==> config.mk <==
export PLATFORM = sky130hd
export DESIGN_NAME = hci_parity_fault_ctrl
export DESIGN_NICKNAME = d
export VERILOG_FILES = /design/src/rtl/hci_parity_fault_ctrl.sv
export SDC_FILE = /design/constraint.sdc
export NUM_CORES = 1
export LEC_CHECK = 0
export ABC_AREA = 0
export CORE_AREA = 4 4 50 52
export CTS_CLUSTER_SIZE = 24
export DETAILED_ROUTE_END_ITERATION = 10
export DIE_AREA = 0 0 54 56
export PLACE_DENSITY = 0.85
export SLEW_MARGIN = 40
export SYNTH_ARGS = -nofsm -noshare
export SYNTH_HDL_FRONTEND = slang
export SYNTH_SLANG_ARGS = --single-unit
==> constraint.sdc <==
create_clock -name clk_i -period 2.95 [get_ports clk_i]
set_clock_uncertainty 0.15 [all_clocks]
set_input_delay 0.295 -clock clk_i [delete_from_list [all_inputs] [get_ports clk_i]]
set_output_delay 0.295 -clock clk_i [all_outputs]
set_load 0.005 [all_outputs]
==> src/rtl/hci_parity_fault_ctrl.sv <==
// Central fault controller for the HCI parity network: registers, masks and latches
// per-sink parity faults, records the first-faulting sink and counts faulty cycles.
module hci_parity_fault_ctrl #(
    parameter int N_SINK = 4,
    parameter int CNT_W  = 8,
    localparam int IDX_W = (N_SINK > 1) ? $clog2(N_SINK) : 1
) (
    input  logic              clk_i,
    input  logic              rst_ni,
    input  logic [N_SINK-1:0] fault_i,
    input  logic              enable_i,
    input  logic [N_SINK-1:0] mask_i,
    input  logic              clear_i,
    input  logic              cnt_clear_i,
    output logic              irq_o,
    output logic [N_SINK-1:0] pending_o,
    output logic [IDX_W-1:0]  first_idx_o,
    output logic [CNT_W-1:0]  fault_cnt_o,
    output logic              overflow_o
);

    typedef enum logic [0:0] {
        ST_IDLE  = 1'b0,
        ST_ALERT = 1'b1
    } state_e;

    localparam logic [CNT_W-1:0] CNT_MAX = {CNT_W{1'b1}};
    localparam logic [CNT_W-1:0] CNT_ONE = CNT_W'(1'b1);

    state_e              r_state;
    logic                r_irq;
    logic [N_SINK-1:0]   r_fault_q;
    logic [N_SINK-1:0]   r_pending;
    logic [IDX_W-1:0]    r_first_idx;
    logic [CNT_W-1:0]    r_cnt;
    logic                r_ovf;

    state_e              w_state_nxt;
    logic [IDX_W-1:0]    w_first_idx_nxt;
    logic [N_SINK-1:0]   w_qual;
    logic                w_inc;
    logic [N_SINK-1:0]   w_pending_nxt;
    logic [CNT_W-1:0]    w_cnt_nxt;
    logic                w_ovf_nxt;

    // Lowest set bit wins so simultaneous faults resolve deterministically.
    function automatic logic [IDX_W-1:0] lowest_idx(input logic [N_SINK-1:0] v);
        logic [IDX_W-1:0] idx;
        idx = '0;
        for (int i = N_SINK - 1; i >= 0; i--) begin
            if (v[i]) begin
                idx = IDX_W'(i);
            end else begin
                idx = idx;
            end
        end
        return idx;
    endfunction

    assign w_qual        = r_fault_q & ~mask_i & {N_SINK{enable_i}};
    assign w_inc         = |w_qual;
    assign w_pending_nxt = (clear_i ? {N_SINK{1'b0}} : r_pending) | w_qual;

    // Alert FSM next state and first-fault capture.
    always_comb begin
        w_state_nxt     = r_state;
        w_first_idx_nxt = r_first_idx;
        case (r_state)
            ST_IDLE: begin
                if (w_inc) begin
                    w_state_nxt     = ST_ALERT;
                    w_first_idx_nxt = lowest_idx(w_qual);
                end else begin
                    w_state_nxt     = ST_IDLE;
                end
            end
            ST_ALERT: begin
                if (clear_i && w_inc) begin
                    w_first_idx_nxt = lowest_idx(w_qual);
                end else if (clear_i) begin
                    w_state_nxt     = ST_IDLE;
                end else begin
                    w_state_nxt     = ST_ALERT;
                end
            end
            default: begin
                w_state_nxt     = ST_IDLE;
            end
        endcase
    end

    // Saturating fault-cycle counter; a clear still counts a coincident fault.
    always_comb begin
        w_cnt_nxt = r_cnt;
        w_ovf_nxt = r_ovf;
        if (cnt_clear_i) begin
            w_cnt_nxt = w_inc ? CNT_ONE : {CNT_W{1'b0}};
            w_ovf_nxt = 1'b0;
        end else if (w_inc && (r_cnt == CNT_MAX)) begin
            w_ovf_nxt = 1'b1;
        end else if (w_inc) begin
            w_cnt_nxt = r_cnt + CNT_ONE;
        end else begin
            w_cnt_nxt = r_cnt;
        end
    end

    // State registers with synchronous active-low reset.
    always_ff @(posedge clk_i) begin
        if (!rst_ni) begin
            r_state     <= ST_IDLE;
            r_irq       <= 1'b0;
            r_fault_q   <= {N_SINK{1'b0}};
            r_pending   <= {N_SINK{1'b0}};
            r_first_idx <= {IDX_W{1'b0}};
            r_cnt       <= {CNT_W{1'b0}};
            r_ovf       <= 1'b0;
        end else begin
            r_state     <= w_state_nxt;
            r_irq       <= (w_state_nxt == ST_ALERT);
            r_fault_q   <= fault_i;
            r_pending   <= w_pending_nxt;
            r_first_idx <= w_first_idx_nxt;
            r_cnt       <= w_cnt_nxt;
            r_ovf       <= w_ovf_nxt;
        end
    end

    assign irq_o       = r_irq;
    assign pending_o   = r_pending;
    assign first_idx_o = r_first_idx;
    assign fault_cnt_o = r_cnt;
    assign overflow_o  = r_ovf;

endmodule

# Word level (Yosys, flattened, before mapping)
# Cells that the tools add are included.
dict set report classes {
  add_sub_neg 1
  n_eq_ne 4
  mux 16
  bitwise_logic 6
  n_reduce_logical 7
}
# cell count
set op_table {}
lappend op_table {{8-bit 2-to-1 mux} 3}
lappend op_table {{2-bit 2-to-1 mux} 6}
lappend op_table {{8-bit by 1-bit adder with 8-bit output (second input constant)} 1}
lappend op_table {{4-bit AND} 2}
lappend op_table {{8-bit equality test (second input constant)} 1}
lappend op_table {{1-bit 2-to-1 mux} 4}
lappend op_table {{4-bit 2-to-1 mux} 1}
lappend op_table {{2-bit != test (second input constant)} 2}
lappend op_table {{4-bit inverter} 1}
lappend op_table {{4-bit OR} 1}
lappend op_table {{2-bit one-hot mux with 2 select lines} 1}
lappend op_table {{2-bit AND reduction} 2}
lappend op_table {{4-bit OR reduction} 1}
lappend op_table {{1-bit logical AND} 2}
lappend op_table {{2-bit by 1-bit != test with 1-bit output (second input constant)} 1}
lappend op_table {{1-bit inverter} 2}
lappend op_table {{1-bit one-hot mux with 2 select lines} 1}
lappend op_table {{2-bit nonzero test} 1}
lappend op_table {{2-bit OR reduction} 1}
dict set report word_totals {
  regBits 20
  output_inout_bits 16
  elab_cells 40
}

# Longest topological paths before layout
dict set report depth {
  depth_word 9
  mapped_depth 5
}

# Least setup slack after synthesis
# Ideal clock, no wire load.
dict set report synth_path {
  path_type {flip-flop to flip-flop}
  from {register r_cnt[0], in the netlist fault_cnt_o[0]}
  to {register r_cnt[0], in the netlist fault_cnt_o[0]}
  arrival_ps 1360
  setup_slack_ps 1324
  path_stages_with_launch 6
  n_path_buf 0
  cell_sequence {dfxtp_1 > ha_1 > nand4_1 > nor2_1 > o21bai_1 > a31o_2}
}
dict set report synth_via {
  elab_chain_cells 4
  word_cells_on_any_way 8
}
# item line
set synth_rtl {}
lappend synth_rtl {{start: declaration} 35} ;# logic [CNT_W-1:0] r_cnt;
lappend synth_rtl {{start signal: assignment} 116} ;# r_cnt <= {CNT_W{1'b0}};
lappend synth_rtl {{start signal: assignment} 124} ;# r_cnt <= w_cnt_nxt;
lappend synth_rtl {{8-bit by 1-bit adder with 8-bit output / 8-bit equality test (equally long branches)} {102, 99}}
lappend synth_rtl {{8-bit 2-to-1 mux / 1-bit logical AND (equally long branches)} {101, 99}}
lappend synth_rtl {{8-bit 2-to-1 mux / 2-bit != test (equally long branches)} --}
lappend synth_rtl {{8-bit 2-to-1 mux / 2-bit AND reduction (equally long branches)} --}
# Several ways; a longest one is shown, not always the timed one. The select of a mux whose other input is x is not followed.
# A chain may end at the register's enable or synchronous reset.

# Worst setup path in the final report
# Same ends and word-level chain as after synthesis.

==> metrics <==
WP data arrival=1980 ps; number of global-route vias before repair=856; met2 WL=1.03 mm; WL met3=193 um; first-pass GRT wire length=3.74 mm; Synth area leader=dfxtp_1; Post-synth EDFFs=0; CP max stage delay=480 ps; TritonCTS Sinks=20; final hold viol count=0; Critical Path End Type=flop; setup violators final=0; Initial Util=44.9%; Worst-Margin Slew=533 ps; routed length per placed instance=14.2 um; CTS tree=built; Lkg Pwr=0.453 nW; maxcap violations=0; cts hold-fix bufs=0; Die Ht=56 um; number of synthesis warnings=0; num ports=29; Area growth syn-to-layout=36.2%; Max VDD drop=0.226 mV; layout cell share with drive strength beyond 1=9.30%; Placeable Area=0.00211 mm^2; FILL cells=188; crit path launch type=flop; Diodes inserted=0; post-DP HPWL=1.64 mm; fin crit share=65.4%; post-synth cell types=38; Max FO, Critical Path=8; Worst Hold Path Cells=2; ys flop type=dfxtp_1; worst endpoint required time=3000 ps; hold path start=first_idx_o[0]$_SDFFE_PN0P_; R2R depth=5; post-route DRC violation count=0; TritonRoute pass-1 iters=4; gr usage total=16.1%; synthesized area per cell=9.55 um^2; Vias/cell=5.61; clk slew on worst S/H paths=110 ps; met1 WL=952 um; most frequent cells in the layout=clkdlybuf4s50_1 (28), dfxtp_1 (20), a21oi_1 (9); CP bufs+invs=0; drt initial violations=26; Cell Rows=17; Worst path top cell family by delay=simple AND/OR/NAND/NOR gates; min cycle time layout=1930 ps; status=finished, final reports clean; Placed Area=0.00125 mm^2; Worst slew margin=64.3%; asr flop ratio synth=0%; RSZ-0062 raised after global routing=false; H-Tree Depth=1; synthesized area=946 um^2; Clock Tree Buf Depth=2; PwrDens=390 mW/mm^2; global route overflow=0; Min-Delay Path Class=flop to flop; syn nets=113; pin count of the biggest net entering global routing=16; critical setup path kind=flop to flop; Worst path depth=5; CP max stage cell=dfxtp_1; register area share after synthesis=42.3%; total CTS buffers=3; post_cts resized=0; Final Wtd Congestion=0.882; total number of vias=880; Final Max Slew Viols=0; post-CTS setup repair buffer count=0; Root Buffer=clkbuf_4; fin nets=144; CP Cell Sequence=ha_1 > nand4_1 > nor2_1 > o21bai_1 > a31o_2; IO Port Bufs=28; Yosys top cell area share=42.3%; setup tns final=0 ps; Synth Instances=99; commonest non-fill, non-tap cell in the layout=clkdlybuf4s50_1; Die W=54 um; Final ANT Viol Nets=0; WL final=2.23 mm; Crit. Startpoint=fault_cnt_o[0]$_SDFFE_PN0P_; Layout Cell Area excl Fill=0.00129 mm^2; Die Footprint=0.00302 mm^2; Overall Power=0.502 mW; worst r2r src=fault_cnt_o[0]$_SDFFE_PN0P_; initial antenna violation count=0; maximum clock frequency=519 MHz; clock latency on the worst-skew pair=290 ps; Synth area leaders=dfxtp_1 (42%), nor2b_4 (5.8%), a21oi_1 (4.8%), and2_1 (4.0%), nor2b_1 (3.3%); DR top layer=met4; #FFs+latches synth=20
worst register-to-register path, cell delays in order, from the launching register on:
cell and delay [ps]:
dfxtp_1 480, ha_1 290, nand4_1 140, nor2_1 410, o21bai_1 110, a31o_2 250
routing by layer:
layer  vias up  global-route usage [%]
met5         -                       0
met4         0                    7.47
met3         8                    4.02
met2        43                    24.2
met1       393                    21.1
li1        436                       -
area by class of cell:
| cell class | instances | area, um^2 | area share [%] |
|---|---|---|---|
| Multi-Input combinational cell | 74 | 526 | 40.8 |
| Timing Repair Buffer | 28 | 280 | 21.7 |
| Inverter | 3 | 11.3 | 0.874 |
| Sequential cell | 20 | 400 | 31.1 |
| Tap cell | 28 | 35.0 | 2.72 |
| Clock buffer | 4 | 36.3 | 2.82 |
worst paths after layout:
check,end,slack [ps]
setup reg to reg,fault_cnt_o[0]$_SDFFE_PN0P_,1020
hold reg to reg,first_idx_o[0]$_SDFFE_PN0P_,340
setup / recovery,fault_cnt_o[0]$_SDFFE_PN0P_,1020
hold / removal,first_idx_o[0]$_SDFFE_PN0P_,340
state kept, by name (all words and copies together) (netlist names):
name	count
pending_o	4
fault_cnt_o	8
first_idx_o	2
overflow_o	1
irq_o	1
r_fault_q	4
Yosys cell counts (2+ instances only):
library cell	number
dfxtp_1	20
and4_1	2
o21ai_0	2
nor2b_1	5
inv_1	3
nand2_1	4
or4_1	3
a21oi_1	9
o31ai_1	2
nand3_1	5
nand2b_1	4
o22ai_1	2
and2_1	6
nor2_1	5
nor2b_4	4
power breakdown:
group | total, mW | internal (mW) | switching [mW] | leakage (nW)
Clock | 0.154 | 0.0752 | 0.0790 | 0.0210
Combinational | 0.0661 | 0.0376 | 0.0285 | 0.269
Sequential | 0.282 | 0.277 | 0.00468 | 0.163
through the flow:
| step | setup slack (ps) | utilization, % | instances | hold WS (ps) |
|---|---|---|---|---|
| after floorplan | 1320 | - | 99 | 272 |
| after global placement | 886 | 59.5 | 153 | 311 |
| after detailed placement | 824 | 59.5 | 153 | 327 |
| after CTS | 1070 | 61.2 | 157 | 346 |
| after global routing | 897 | 61.2 | 157 | 370 |
| final | 1020 | 61.2 | 157 | 343 |
cells by family after synthesis:
kind of cell    Yosys count  synth area share [%]
flops                    20                  42.3
compound gates           29                  23.5
simple gates             44                  30.7
fa+ha+maj                 1                  1.32
buf+inv                   5                  2.12
Note: power is estimated with default switching activity, not from simulation.
